===== config.mk =====
export PLATFORM = sky130hd
export DESIGN_NAME = johnson_seq_ctrl
export DESIGN_NICKNAME = d
export VERILOG_FILES = /design/src/rtl/johnson_pkg.sv /design/src/rtl/johnson_ring.sv /design/src/rtl/johnson_seq_ctrl.sv
export SDC_FILE = /design/constraint.sdc
export NUM_CORES = 1
export LEC_CHECK = 0
export ABC_CLOCK_PERIOD_IN_PS = 2700
export CAP_MARGIN = 20
export CELL_PAD_IN_SITES_DETAIL_PLACEMENT = 1
export CELL_PAD_IN_SITES_GLOBAL_PLACEMENT = 1
export CORE_AREA = 2 2 65 61
export DETAILED_ROUTE_END_ITERATION = 10
export DIE_AREA = 0 0 67 63
export GPL_TIMING_DRIVEN = 0
export PLACE_DENSITY_LB_ADDON = 0.1
export SKIP_LAST_GASP = 1
export SLEW_MARGIN = 10
export SYNTH_ARGS = -nofsm -noshare
export SYNTH_HDL_FRONTEND = slang
export SYNTH_SLANG_ARGS = --single-unit

===== constraint.sdc =====
create_clock -name clk -period 2.7 [get_ports clk]
set_input_delay 0.54 -clock clk [delete_from_list [all_inputs] [get_ports clk]]
set_output_delay 0.54 -clock clk [all_outputs]
set_load 0.05 [all_outputs]

===== src/rtl/johnson_pkg.sv =====
// Shared definitions for the Johnson-ring sequence controller: controller
// state encoding and the default ring/counter widths.
package johnson_pkg;

  // Default Johnson ring width (2*N states per revolution).
  localparam int unsigned DEF_N  = 4;

  // Default width of the revolution and remaining-count counters.
  localparam int unsigned DEF_CW = 8;

  // Controller states: idle, stepping the ring, one-cycle completion.
  typedef enum logic [1:0] {
    ST_IDLE = 2'd0,
    ST_RUN  = 2'd1,
    ST_DONE = 2'd2
  } state_t;

endpackage


===== src/rtl/johnson_ring.sv =====
// N-bit Johnson (twisted-ring) counter. It advances one step per enabled
// clock, either forward (shifting toward the MSB) or in reverse (shifting
// toward the LSB). Both directions visit the same 2*N states.
module johnson_ring
  import johnson_pkg::*;
#(
  parameter int N = DEF_N
) (
  input  logic         clk,
  input  logic         rst,
  input  logic         en,
  input  logic         dir,
  output logic [N-1:0] phase
);

  // Advance one Johnson step when enabled; hold otherwise.
  always_ff @(posedge clk or negedge rst) begin
    // NOTE: clocked state uses non-blocking assignments so that every
    // register samples the values from before the edge.
    if (!rst) begin
      phase <= '0;
    end else if (en) begin
      if (dir) begin
        phase <= {~phase[0], phase[N-1:1]};
      end else begin
        phase <= {phase[N-2:0], ~phase[N-1]};
      end
    end
  end

endmodule


===== src/rtl/johnson_seq_ctrl.sv =====
// Johnson-ring sequence controller. An accepted start runs the ring for a
// programmed number of revolutions in a latched direction. The run can be
// paused, or cut short at the next revolution boundary by stop. DONE gives
// a one-cycle completion pulse. Every output comes straight from a flop.
module johnson_seq_ctrl
  import johnson_pkg::*;
#(
  parameter int N  = DEF_N,
  parameter int CW = DEF_CW
) (
  input  logic          clk,
  input  logic          rst,
  input  logic          start,
  input  logic          dir,
  input  logic [CW-1:0] num_cycles,
  input  logic          pause,
  input  logic          stop,
  output logic [N-1:0]  phase,
  output logic [CW-1:0] rev_cnt,
  output logic          busy,
  output logic          done
);

  // Last ring state before a wrap to all-zero, in each direction.
  localparam logic [N-1:0] FWD_LAST = {1'b1, {(N-1){1'b0}}};
  localparam logic [N-1:0] REV_LAST = {{(N-1){1'b0}}, 1'b1};

  state_t        state, state_n;
  logic          dir_q;
  logic          stop_pending;
  logic          stepped;
  logic [CW-1:0] remaining;

  logic          accept;
  logic          run_live;
  logic          at_origin;
  logic          early_stop;
  logic          step;
  logic          boundary;
  logic          finish;

  johnson_ring #(
    .N (N)
  ) u_ring (
    .clk   (clk),
    .rst   (rst),
    .en    (step),
    .dir   (dir_q),
    .phase (phase)
  );

  // Next-state and step decisions for the controller.
  always_comb begin
    // NOTE: every variable gets a default before any branch; otherwise a
    // path that skips an assignment would infer a latch.
    state_n    = state;
    accept     = 1'b0;
    run_live   = 1'b0;
    at_origin  = 1'b0;
    early_stop = 1'b0;
    step       = 1'b0;
    boundary   = 1'b0;
    finish     = 1'b0;

    accept    = (state == ST_IDLE) && start && (num_cycles != '0);
    run_live  = (state == ST_RUN) && !pause;
    // Still at the start of the run: no step taken and the ring at zero.
    at_origin = !stepped && (phase == '0);
    // A stop before the first step ends the run without touching the ring.
    early_stop = run_live && at_origin && (stop || stop_pending);
    step       = run_live && !early_stop;
    boundary   = step && (phase == (dir_q ? REV_LAST : FWD_LAST));
    finish     = early_stop ||
                 (boundary && ((remaining == CW'(1)) || stop_pending || stop));

    case (state)
      ST_IDLE: if (accept) state_n = ST_RUN;
      ST_RUN:  if (finish) state_n = ST_DONE;
      ST_DONE: state_n = ST_IDLE;
      default: state_n = ST_IDLE;
    endcase
  end

  // State register plus the registered busy/done flags.
  always_ff @(posedge clk or negedge rst) begin
    if (!rst) begin
      state <= ST_IDLE;
      busy  <= 1'b0;
      done  <= 1'b0;
    end else begin
      state <= state_n;
      busy  <= (state_n != ST_IDLE);
      done  <= (state_n == ST_DONE);
    end
  end

  // Run context: direction latch, counters, stop request, first-step flag.
  always_ff @(posedge clk or negedge rst) begin
    if (!rst) begin
      dir_q        <= 1'b0;
      remaining    <= '0;
      rev_cnt      <= '0;
      stop_pending <= 1'b0;
      stepped      <= 1'b0;
    end else if (accept) begin
      dir_q        <= dir;
      remaining    <= num_cycles;
      rev_cnt      <= '0;
      stop_pending <= 1'b0;
      stepped      <= 1'b0;
    end else begin
      // A stop is latched even while paused; it takes effect at a boundary.
      if ((state == ST_RUN) && stop) begin
        stop_pending <= 1'b1;
      end
      if (step) begin
        stepped <= 1'b1;
      end
      if (boundary) begin
        rev_cnt   <= rev_cnt + CW'(1);
        remaining <= remaining - CW'(1);
      end
    end
  end

endmodule


==> results of run 1 <==
## worst max-delay path by stage
| stage | endpoint | slack [ns] | depth (start not counted) |
|---|---|---|---|
| finish | remaining[6] | 0.48 | 7 |
| global route | remaining[6] | 0.37 | 7 |
| detailed placement | remaining[6] | 0.16 | 7 |
| CTS | remaining[6] | 0.48 | 7 |
| global placement | remaining[6] | 0.24 | 7 |
| floorplan | state[0] | 0.82 | 5 |
## placed cells by master, fill, tap and decap left out, types with 4 or more instances in the layout
| cell | Yosys | final |
|---|---|---|
| mux2i_1 | 5 | 5 |
| nand3_1 | 8 | 8 |
| clkdlybuf4s50_1 | 0 | 26 |
| inv_1 | 8 | 8 |
| o21ai_0 | 10 | 10 |
| nand2_1 | 17 | 17 |
| buf_2 | 3 | 4 |
| or4_1 | 7 | 7 |
| a21oi_1 | 10 | 10 |
| dfrtp_1 | 27 | 27 |
| or3_1 | 4 | 4 |
## kinds of logic (layout without fill, tap and decap cells)
kind of cell,after synthesis,count (layout)
flip-flops,27,27
adder cells (fa/ha/maj),3,3
multiplexers,5,5
buffers and inverters,14,45
AO/OA/AOI/OAI,40,40
AND/OR/NAND/NOR,57,57
## final cells by class
type                            count  area (um^2)  area share
Buffer                              6        45.04     0.02497
Clock buffer                        3        41.29     0.02288
Clock inverter                      1        7.507    0.004161
Inverter                            8        30.03     0.01664
Multi-Input combinational cell    105        681.9      0.3779
Sequential cell                    27        675.6      0.3745
Tap cell                           46        57.56     0.03190
Timing Repair Buffer               27        265.3      0.1470
## power by group through the flow
stage	Combinational, W	Sequential, W	Clock, W
2_1_floorplan	0.000464	0.000825	0
3_3_place_gp	0.000846	0.000680	0
3_5_place_dp	0.000885	0.000692	0
4_1_cts	0.000888	0.000683	0.000253
5_1_grt	0.000966	0.000711	0.000269
6_report	0.000877	0.000686	0.000242
## metrics by stage
| stage | util | instance area, um^2 |
|---|---|---|
| 2_1_floorplan | - | 1433 |
| 3_3_place_gp | 0.4926 | 1760 |
| 3_5_place_dp | 0.4912 | 1755 |
| 4_1_cts | 0.5049 | 1804 |
| 5_1_grt | 0.5049 | 1804 |
| 6_report | 0.5049 | 1804 |
## state kept, by name, summed over array words and instances, names as in the netlist
name	cells
stop_pending	1
state	2
remaining	8
rev_cnt	8
done	1
busy	1
u_ring.phase	4
dir_q	1
stepped	1
## layer usage
metal,vias to the layer above,GRT usage
met5,-,0
met4,0,0.07653
met3,5,0.04144
met2,19,0.3280
met1,618,0.2365
li1,605,-
==> out/qor.yml, run 1 <==
outcome: "finished clean"
die_area_um2: 4221
synth_simple_gate_area_frac: 0.2323
yosysTopAreaCell: "dfrtp_1"
critical_path.startpoint_type: "input port"
synth_edf_count: 0
setup_viol: 0
cp_top_family: "buffers and inverters"
nets: 195
io_buffers: 27
grt_max_degree: 28
syn_area_per_cell_um2: 9.812
rr_startpoint: "state[1]"
cts_resized: 0
finalWorstSetupSlack_ns: 0.4799
synth_mux_area_frac: 0.03493
antenna_found_initial: 0
synth_warnings: 0
fin_crit_sh: 0.8223
p_leak_nw: 0.7264
wl_met2_um: 1835
clkPwrFrac: 0.134
start_util: 0.4009
reg2reg_slack_ns: 0.72
r2r_cells: 6
num_antenna_cells: 0
netlist-cell-type-count: 39
drt-total-wl_um: 3684
die_h_um: 63
top_layer: "met4"
grt.total_usage: 0.1942
crit_start: "pause"
crit_fanout: 10
grt_pass1_wl_um: 6216
synth_top_family_by_area: "simple AND/OR/NAND/NOR gates"
final_cells: 223
fin_worst_skew_ns: 0.008508
postCtsHoldBufs: 0
synthMostInstantiatedCell: "dfrtp_1"
relSlewSlack: 0.5671
final_max_slew_viol_count: 0
cp.required_ns: 2.86
p_switching_w: 0.0008013
finalPower_w: 0.001806
cts_max_path_buffers: 2
synth-adder-area-share: 0.02620
power_density_nw_per_um2: 1001
cp-end-kind: "flop"
cap_violations: 0
vias: 1247
power_frac_comb: 0.486
drtIter0Drc: 61
fmax_mhz: 450.4
whs_ns: 0.2631
dr_wl_met3_um: 117
vias_per_cell: 5.592
synthTopCellsByCount: "dfrtp_1, nand2_1, a21oi_1, o21ai_0"
yosys.area.top_type_share: 0.4716
p_int_w: 0.001004
die_w_um: 67
fill_cells: 439
place.gp.congestion: 0.7619
dp_cells: 219
ys_ff_latch: 27
synthToLayoutAreaGrowth_pct: 25.94
hold_viol: 0
drc: 0
place_ws_ns: 0.1620
h-tree-depth: 1
cts_buffers: 3
syn_inst: 146
cts.sinks: 27
finalSetupTns_ns: 0
syn_nets: 163
drive_gt1_frac: 0.1243
switching_share: 0.4438
rsz0062_at_grt: "false"
power_frac_seq: 0.380
yosysSeqAreaShare: 0.4716
period_minus_slack_ns: 2.220
async_flop_share: 1.000
crit_chain: "clkdlybuf4s50_1 -> nor3b_1 -> o211ai_2 -> buf_2 -> buf_6 -> o311ai_1 -> nand3_1"
synth_compound_area_frac: 0.1825
vdd.ir_drop.worst_mv: 0.3981
min_path_type: "input port to asynchronous set/reset pin"
root_buffer: "clkbuf_8"
worst_pin_slew_ns: 0.6465
crit_arrival_ns: 2.38
grt_pass1_vias: 1352
firstDrtPassIters: 4
syn_area_um2: 1433
cts_tree: "built"
clock_latency_ns: 0.28
reg2reg_to: "remaining[6]"
core_area_um2: 3573
hpwl_um: 2758
ys.flop_type: "dfrtp_1"
post_cts_buffers: 0
worstSetupPathType: "input port to flop"
num_io_pins: 28
synthTopCellsByArea: "dfrtp_1, nand2_1, or4_1"
cpMaxStageDelayCell: "clkdlybuf4s50_1"
wl_met1_um: 1674
critPathBufInv: 3
synth_xor_area_frac: 0
gr-total-overflow: 0
cpPeakStageDelay_ns: 0.42
drtAntennaViolNets: 0
routedWlPerCell_um: 16.52
core.rowCount: 21
clkTransAtPathRegs_ns: 0.10
Note: power is estimated with default switching activity, not from simulation.
==> run 2, diff against run 1 <==
--- a/config.mk
+++ b/config.mk
@@ -5,13 +5,13 @@
 export SDC_FILE = /design/constraint.sdc
 export NUM_CORES = 1
 export LEC_CHECK = 0
-export ABC_CLOCK_PERIOD_IN_PS = 2700
+export ABC_CLOCK_PERIOD_IN_PS = 1850
 export CAP_MARGIN = 20
 export CELL_PAD_IN_SITES_DETAIL_PLACEMENT = 1
 export CELL_PAD_IN_SITES_GLOBAL_PLACEMENT = 1
-export CORE_AREA = 2 2 65 61
+export CORE_AREA = 2 2 71 66
 export DETAILED_ROUTE_END_ITERATION = 10
-export DIE_AREA = 0 0 67 63
+export DIE_AREA = 0 0 73 68
 export GPL_TIMING_DRIVEN = 0
 export PLACE_DENSITY_LB_ADDON = 0.1
 export SKIP_LAST_GASP = 1
==> constraint.sdc (replaced) <==
create_clock -name clk -period 1.85 [get_ports clk]
set_input_delay 0.37 -clock clk [delete_from_list [all_inputs] [get_ports clk]]
set_output_delay 0.37 -clock clk [all_outputs]
set_load 0.05 [all_outputs]
==> run 2 against run 1 <==
Compared with the run above: die area increased by 18%; sequential share of layout area decreased by 3.1 points; register-to-register slack got worse by 0.62 ns; sequential cell count unchanged; clock skew decreased by 0.0066 ns; sequential power increased by 49%; critical path depth decreased by 6; final area increased by 9.4%; global-route usage decreased by 2.5 points; clock power increased by 48%; critical path type is now flop to primary output; largest cell class unchanged; largest power group unchanged.
==> out/qor.yml, run 2 (same netlist as run 1, synthesis figures left out) <==
outcome: "finished clean"
core_area_um2: 4288  # +20%
place.gp.congestion: 0.7579  # -0.53%
hpwl_um: 2814  # +2.0%
critical_path.startpoint_type: "flop"
num_io_pins: 28  # unchanged
crit_chain: "clkdlybuf4s50_1"
fill_cells: 490  # +12%
cpPeakStageDelay_ns: 0.79  # +0.37 ns
place_ws_ns: -0.4876  # -0.6497 ns
setup_viol: 0  # unchanged
finalPower_w: 0.002795  # +55%
crit_start: "busy"
die_w_um: 73  # +9.0%
final_util: 0.4602  # -0.04473
gr-total-overflow: 0  # unchanged
routedWlPerCell_um: 16.64  # +0.72%
grt_pass1_wl_um: 6423  # +3.3%
clkTransAtPathRegs_ns: 0.10  # about the same
fmax_mhz: 564.7
hold_viol: 0  # unchanged
worst_pin_slew_ns: 0.6540  # +0.007550 ns
io_buffers: 27  # unchanged
core.rowCount: 23  # +9.5%
cts_tree: "built"
drtIter0Drc: 69  # +13%
fin_area_um2: 1973  # +9.4%
most-common-layout-cells: "dfrtp_1, nand2_1, dlygate4sd2_1"
cp_top_family: "buffers and inverters"
rr_startpoint: "dir_q"
postCtsHoldBufs: 0  # unchanged
cts_max_path_buffers: 2  # unchanged
crit_arrival_ns: 1.40  # -0.98 ns
fin_crit_sh: 0.9573
biggestRegsByFlops: "remaining x8, rev_cnt x8, u_ring.phase x4"
clock_latency_ns: 0.28  # about the same
reg2reg_slack_ns: 0.10  # -0.62 ns
vdd.ir_drop.worst_mv: 0.5990  # +50%
firstDrtPassIters: 4  # unchanged
cts.sinks: 27  # unchanged
fin_worst_skew_ns: 0.001945  # -0.006563 ns
cts_buffers: 3  # unchanged
crit_fanout: 1  # -9
vias_per_cell: 5.458  # -2.4%
final_max_slew_viol_count: 0  # unchanged
cp.required_ns: 1.48  # -1.38 ns
reg2reg_to: "rev_cnt[7]"
power_density_nw_per_um2: 1417  # +42%
grt_max_degree: 28  # unchanged
min_path_type: "input port to asynchronous set/reset pin"
finalWorstSetupSlack_ns: 0.07902  # -0.4009 ns
p_leak_nw: 0.9160  # +26%
root_buffer: "clkbuf_8"
place_area_um2: 1760  # +0.29%
final_common_cell: "dfrtp_1"
vias: 1299  # +4.2%
cp-end-kind: "primary output"
cpMaxStageDelayCell: "clkdlybuf4s50_1"
r2r_cells: 6  # unchanged
period_minus_slack_ns: 1.771
whs_ns: 0.1080  # -0.1551 ns
synthToLayoutAreaGrowth_pct: 37.73
grt_pass1_vias: 1375  # +1.7%
antenna_found_initial: 0  # unchanged
num_antenna_cells: 0  # unchanged
drive_gt1_frac: 0.2447  # +0.1204
drc: 0  # unchanged
drtAntennaViolNets: 0  # unchanged
die_area_um2: 4964  # +18%
nets: 206  # +5.6%
start_util: 0.3341  # -0.06680
h-tree-depth: 1  # unchanged
relSlewSlack: 0.5640  # -0.003145
cap_violations: 0  # unchanged
drt-total-wl_um: 3960  # +7.5%
grt.total_usage: 0.1693  # -0.02489
worstSetupPathType: "flop to primary output"
critPathBufInv: 1  # -2
die_h_um: 68  # +7.9%
## run 2: cell types whose count changed in the layout (fill, tap and decap cells not counted), sizes merged
| cell | change |
|---|---|
| buf | +11 |
| clkdlybuf4s50 | -20 |
| dlygate4sd2 | +14 |
| dlymetal6s2s | +6 |
## run 2: worst max-delay path by stage
| stage | to | cells past startpoint |
|---|---|---|
| finish | busy | 1 |
| global route | rev_cnt[7] | 6 |
| CTS | remaining[1] | 7 |
| detailed placement | remaining[6] | 7 |
| global placement | remaining[6] | 7 |
| floorplan | remaining[6] | 6 |
## run 2: metal layers
metal / up-vias / GRT usage / routed length, um
met5: - / 0 / 0
met4: 0 / 0.05093 / 40
met3: 5 / 0.02651 / 115
met2: 17 / 0.3052 / 2038
met1: 658 / 0.2082 / 1765
li1: 619 / - / -
## run 2: layout make-up
cell class,count,area (um^2),area share
plain buffers,6,57.56,0.02917
clock buffers,3,41.29,0.02093
clock inverters,1,7.507,0.003805
inverters,8,30.03,0.01522
multi-input cells,105,753.2,0.3817
flip-flops and latches,27,678.2,0.3437
well taps,50,62.56,0.03171
repair buffers,38,342.8,0.1737
## run 2: repair_timing
action	4_1_cts	5_1_grt
cloned	0	1
pin swaps	5	9
endpoints found under the hold margin	0	0
setup buffers	5	5
gates resized for setup	20	23
endpoints found under the setup margin	28	19
## run 2: where the power goes
| group | internal, W | total (W) | switching, W |
|---|---|---|---|
| registers | 0.000801 | 0.00102 | 0.000220 |
| clock network | 0.000153 | 0.000357 | 0.000204 |
| logic | 0.000617 | 0.00142 | 0.000801 |
## run 2: stage by stage
stage                TNS, ns  std cells
global route        -0.02442        238
detailed placement    -7.975        223
CTS                 -0.04809        232
floorplan                  0        146
global placement      -8.792        223
finish                     0        238
==> run 3, diff against run 2 <==
--- a/config.mk
+++ b/config.mk
@@ -14,6 +14,7 @@
 export DIE_AREA = 0 0 73 68
 export GPL_TIMING_DRIVEN = 0
 export PLACE_DENSITY_LB_ADDON = 0.1
+export RECOVER_POWER = 100
 export SKIP_LAST_GASP = 1
 export SLEW_MARGIN = 10
 export SYNTH_ARGS = -nofsm -noshare
==> run 3 against run 2 <==
Compared with the run above: the run now ends with max-capacitance violations, max-slew violations left; clock power is essentially flat; total power shrank 0.80%; via count is essentially flat; highest routed layer unchanged; global-route usage is the same; first-iteration DRC count shrank 2.9%; maximum frequency shrank 2.1%; non-clock buffer count is the same; final area shrank 1.7%.
==> out/qor.yml, run 3 (same netlist as run 1, synthesis figures left out) <==
top_layer: "met4"
dp_cells: 223  # unchanged
rr_startpoint: "dir_q"
root_buffer: "clkbuf_8"
worst_pin_slew_ns: 1.560  # +0.9061 ns
hold_depth: 3
h-tree-depth: 1  # unchanged
fin_crit_sh: 0.9775  # +0.02022
vias_per_cell: 5.462  # about the same
grt_pass1_vias: 1375  # unchanged
most-common-layout-cells: "dfrtp_1, nand2_1, dlygate4sd2_1"
violations: "max-capacitance violations, max-slew violations"
grt.total_usage: 0.1693  # unchanged
crit_fanout: 2  # +1
whs_endpoint: "remaining[7]"
grt_max_degree: 28  # unchanged
antenna_found_initial: 0  # unchanged
dr_wl_met3_um: 110  # -4.3%
cp-end-kind: "flop"
clock_latency_ns: 0.28  # about the same
r2r_cells: 6  # unchanged
relSlewSlack: -0.04005  # -0.6040
place.gp.congestion: 0.7579  # unchanged
num_antenna_cells: 0  # unchanged
io_buffers: 27  # unchanged
biggestRegsByFlops: "remaining x8, rev_cnt x8, u_ring.phase x4"
core_area_um2: 4288  # unchanged
reg2reg_slack_ns: 0.10  # about the same
final_max_slew_viol_count: 28  # +28
reg2reg_to: "rev_cnt[7]"
nets: 206  # unchanged
fill_cells: 490  # unchanged
die_h_um: 68  # unchanged
firstDrtPassIters: 4  # unchanged
whs_ns: 0.3399  # +0.2319 ns
final_cells: 238  # unchanged
wl_met2_um: 2027  # -0.54%
final_common_cell: "dfrtp_1"
drt-total-wl_um: 3934  # -0.66%
hpwl_um: 2814  # unchanged
hp-start: "num_cycles[7]"
die_area_um2: 4964  # unchanged
crit_arrival_ns: 1.97  # +0.57 ns
vdd.ir_drop.worst_mv: 0.6018  # +0.47%
finalSetupTns_ns: 0  # unchanged
worstSetupPathType: "input port to flop"
die_w_um: 73  # unchanged
cts.sinks: 27  # unchanged
start_util: 0.3341  # unchanged
period_minus_slack_ns: 1.808  # +0.03741 ns
clkTransAtPathRegs_ns: 0.10  # about the same
drc: 0  # unchanged
setup_viol: 0  # unchanged
synthToLayoutAreaGrowth_pct: 35.37
drtAntennaViolNets: 0  # unchanged
routedWlPerCell_um: 16.53  # -0.66%
num_io_pins: 28  # unchanged
finalPower_w: 0.002773  # -0.80%
cts_tree: "built"
cap_violations: 1  # +1
fin_worst_skew_ns: 0.002273  # +0.0003285 ns
power_density_nw_per_um2: 1430  # +0.93%
min_path_type: "input port to flop"
outcome: "finished, violations left"
core.rowCount: 23  # unchanged
drive_gt1_frac: 0.2181  # -0.02660
gr-total-overflow: 0  # unchanged
drtIter0Drc: 67  # -2.9%
cts_max_path_buffers: 2  # unchanged
fmax_mhz: 553.0  # -2.1%
wl_met1_um: 1755  # -0.57%
final_util: 0.4523  # -0.007878
p_leak_nw: 0.8637  # -5.7%
grt_pass1_wl_um: 6423  # unchanged
critical_path.startpoint_type: "input port"
cts_buffers: 3  # unchanged
hold_viol: 0  # unchanged
vias: 1300  # +0.077%
cp.required_ns: 2.02  # +0.54 ns
## run 3: changes by cell type in the layout (fill, tap and decap cells not counted), sizes merged
cell,change
buf,-4
clkbuf,+6
dlymetal6s2s,-2
## run 3: layout make-up
| type | count | area, um^2 | area share |
|---|---|---|---|
| Inverter | 8 | 30.03 | 0.01548 |
| Timing Repair Buffer | 38 | 320.3 | 0.1652 |
| Clock buffer | 3 | 41.29 | 0.02129 |
| Buffer | 6 | 50.05 | 0.02581 |
| Tap cell | 50 | 62.56 | 0.03226 |
| Multi-Input combinational cell | 105 | 749.5 | 0.3865 |
| Sequential cell | 27 | 678.2 | 0.3497 |
| Clock inverter | 1 | 7.507 | 0.003871 |
## run 3: how the worst max path moves through the flow
stage | start | end | slack, ns | cells after the start
finish | num_cycles[0] | state[0] | 0.04 | 6
global route | dir_q | rev_cnt[7] | -0.01 | 6
CTS | num_cycles[6] | remaining[1] | -0.04 | 7
detailed placement | pause | remaining[6] | -0.49 | 7
global placement | pause | remaining[6] | -0.44 | 7
floorplan | u_ring.phase[3] | remaining[6] | 0.01 | 6
## run 3: timing repair
| action | CTS | global route |
|---|---|---|
| cloned | 0 | 1 |
| setup buffers | 5 | 5 |
| endpoints found under the setup margin | 28 | 19 |
| gates resized for setup | 20 | 23 |
| hold endpoints to repair | 0 | 0 |
| pin swaps | 5 | 9 |
| hold buffers | 0 | 0 |
## run 3: stage by stage
stage	instance area (um^2)	worst slack, ns
6_report	1939	0.04160
5_1_grt	1939	-0.01481
4_1_cts	1861	-0.03971
3_5_place_dp	1760	-0.4876
3_3_place_gp	1765	-0.4425
2_1_floorplan	1433	0.009825
## run 3: per-layer routing
| metal | up-vias | GRT usage |
|---|---|---|
| met5 | - | 0 |
| met1 | 660 | 0.2082 |
| met2 | 17 | 0.3052 |
| met4 | 0 | 0.05093 |
| met3 | 5 | 0.02651 |
| li1 | 618 | - |
## run 3: power breakdown
group / internal [W] / total [W] / switching (W)
Sequential: 0.000801 / 0.00102 / 0.000222
Combinational: 0.000596 / 0.00139 / 0.000798
Clock: 0.000153 / 0.000356 / 0.000203
## run 3: critical path, stage by stage
cell,delay (ns)
clkdlybuf4s50_1,0.41
or4_1,0.48
o21a_1,0.21
clkbuf_1,0.12
or2_4,0.26
nor2b_4,0.12
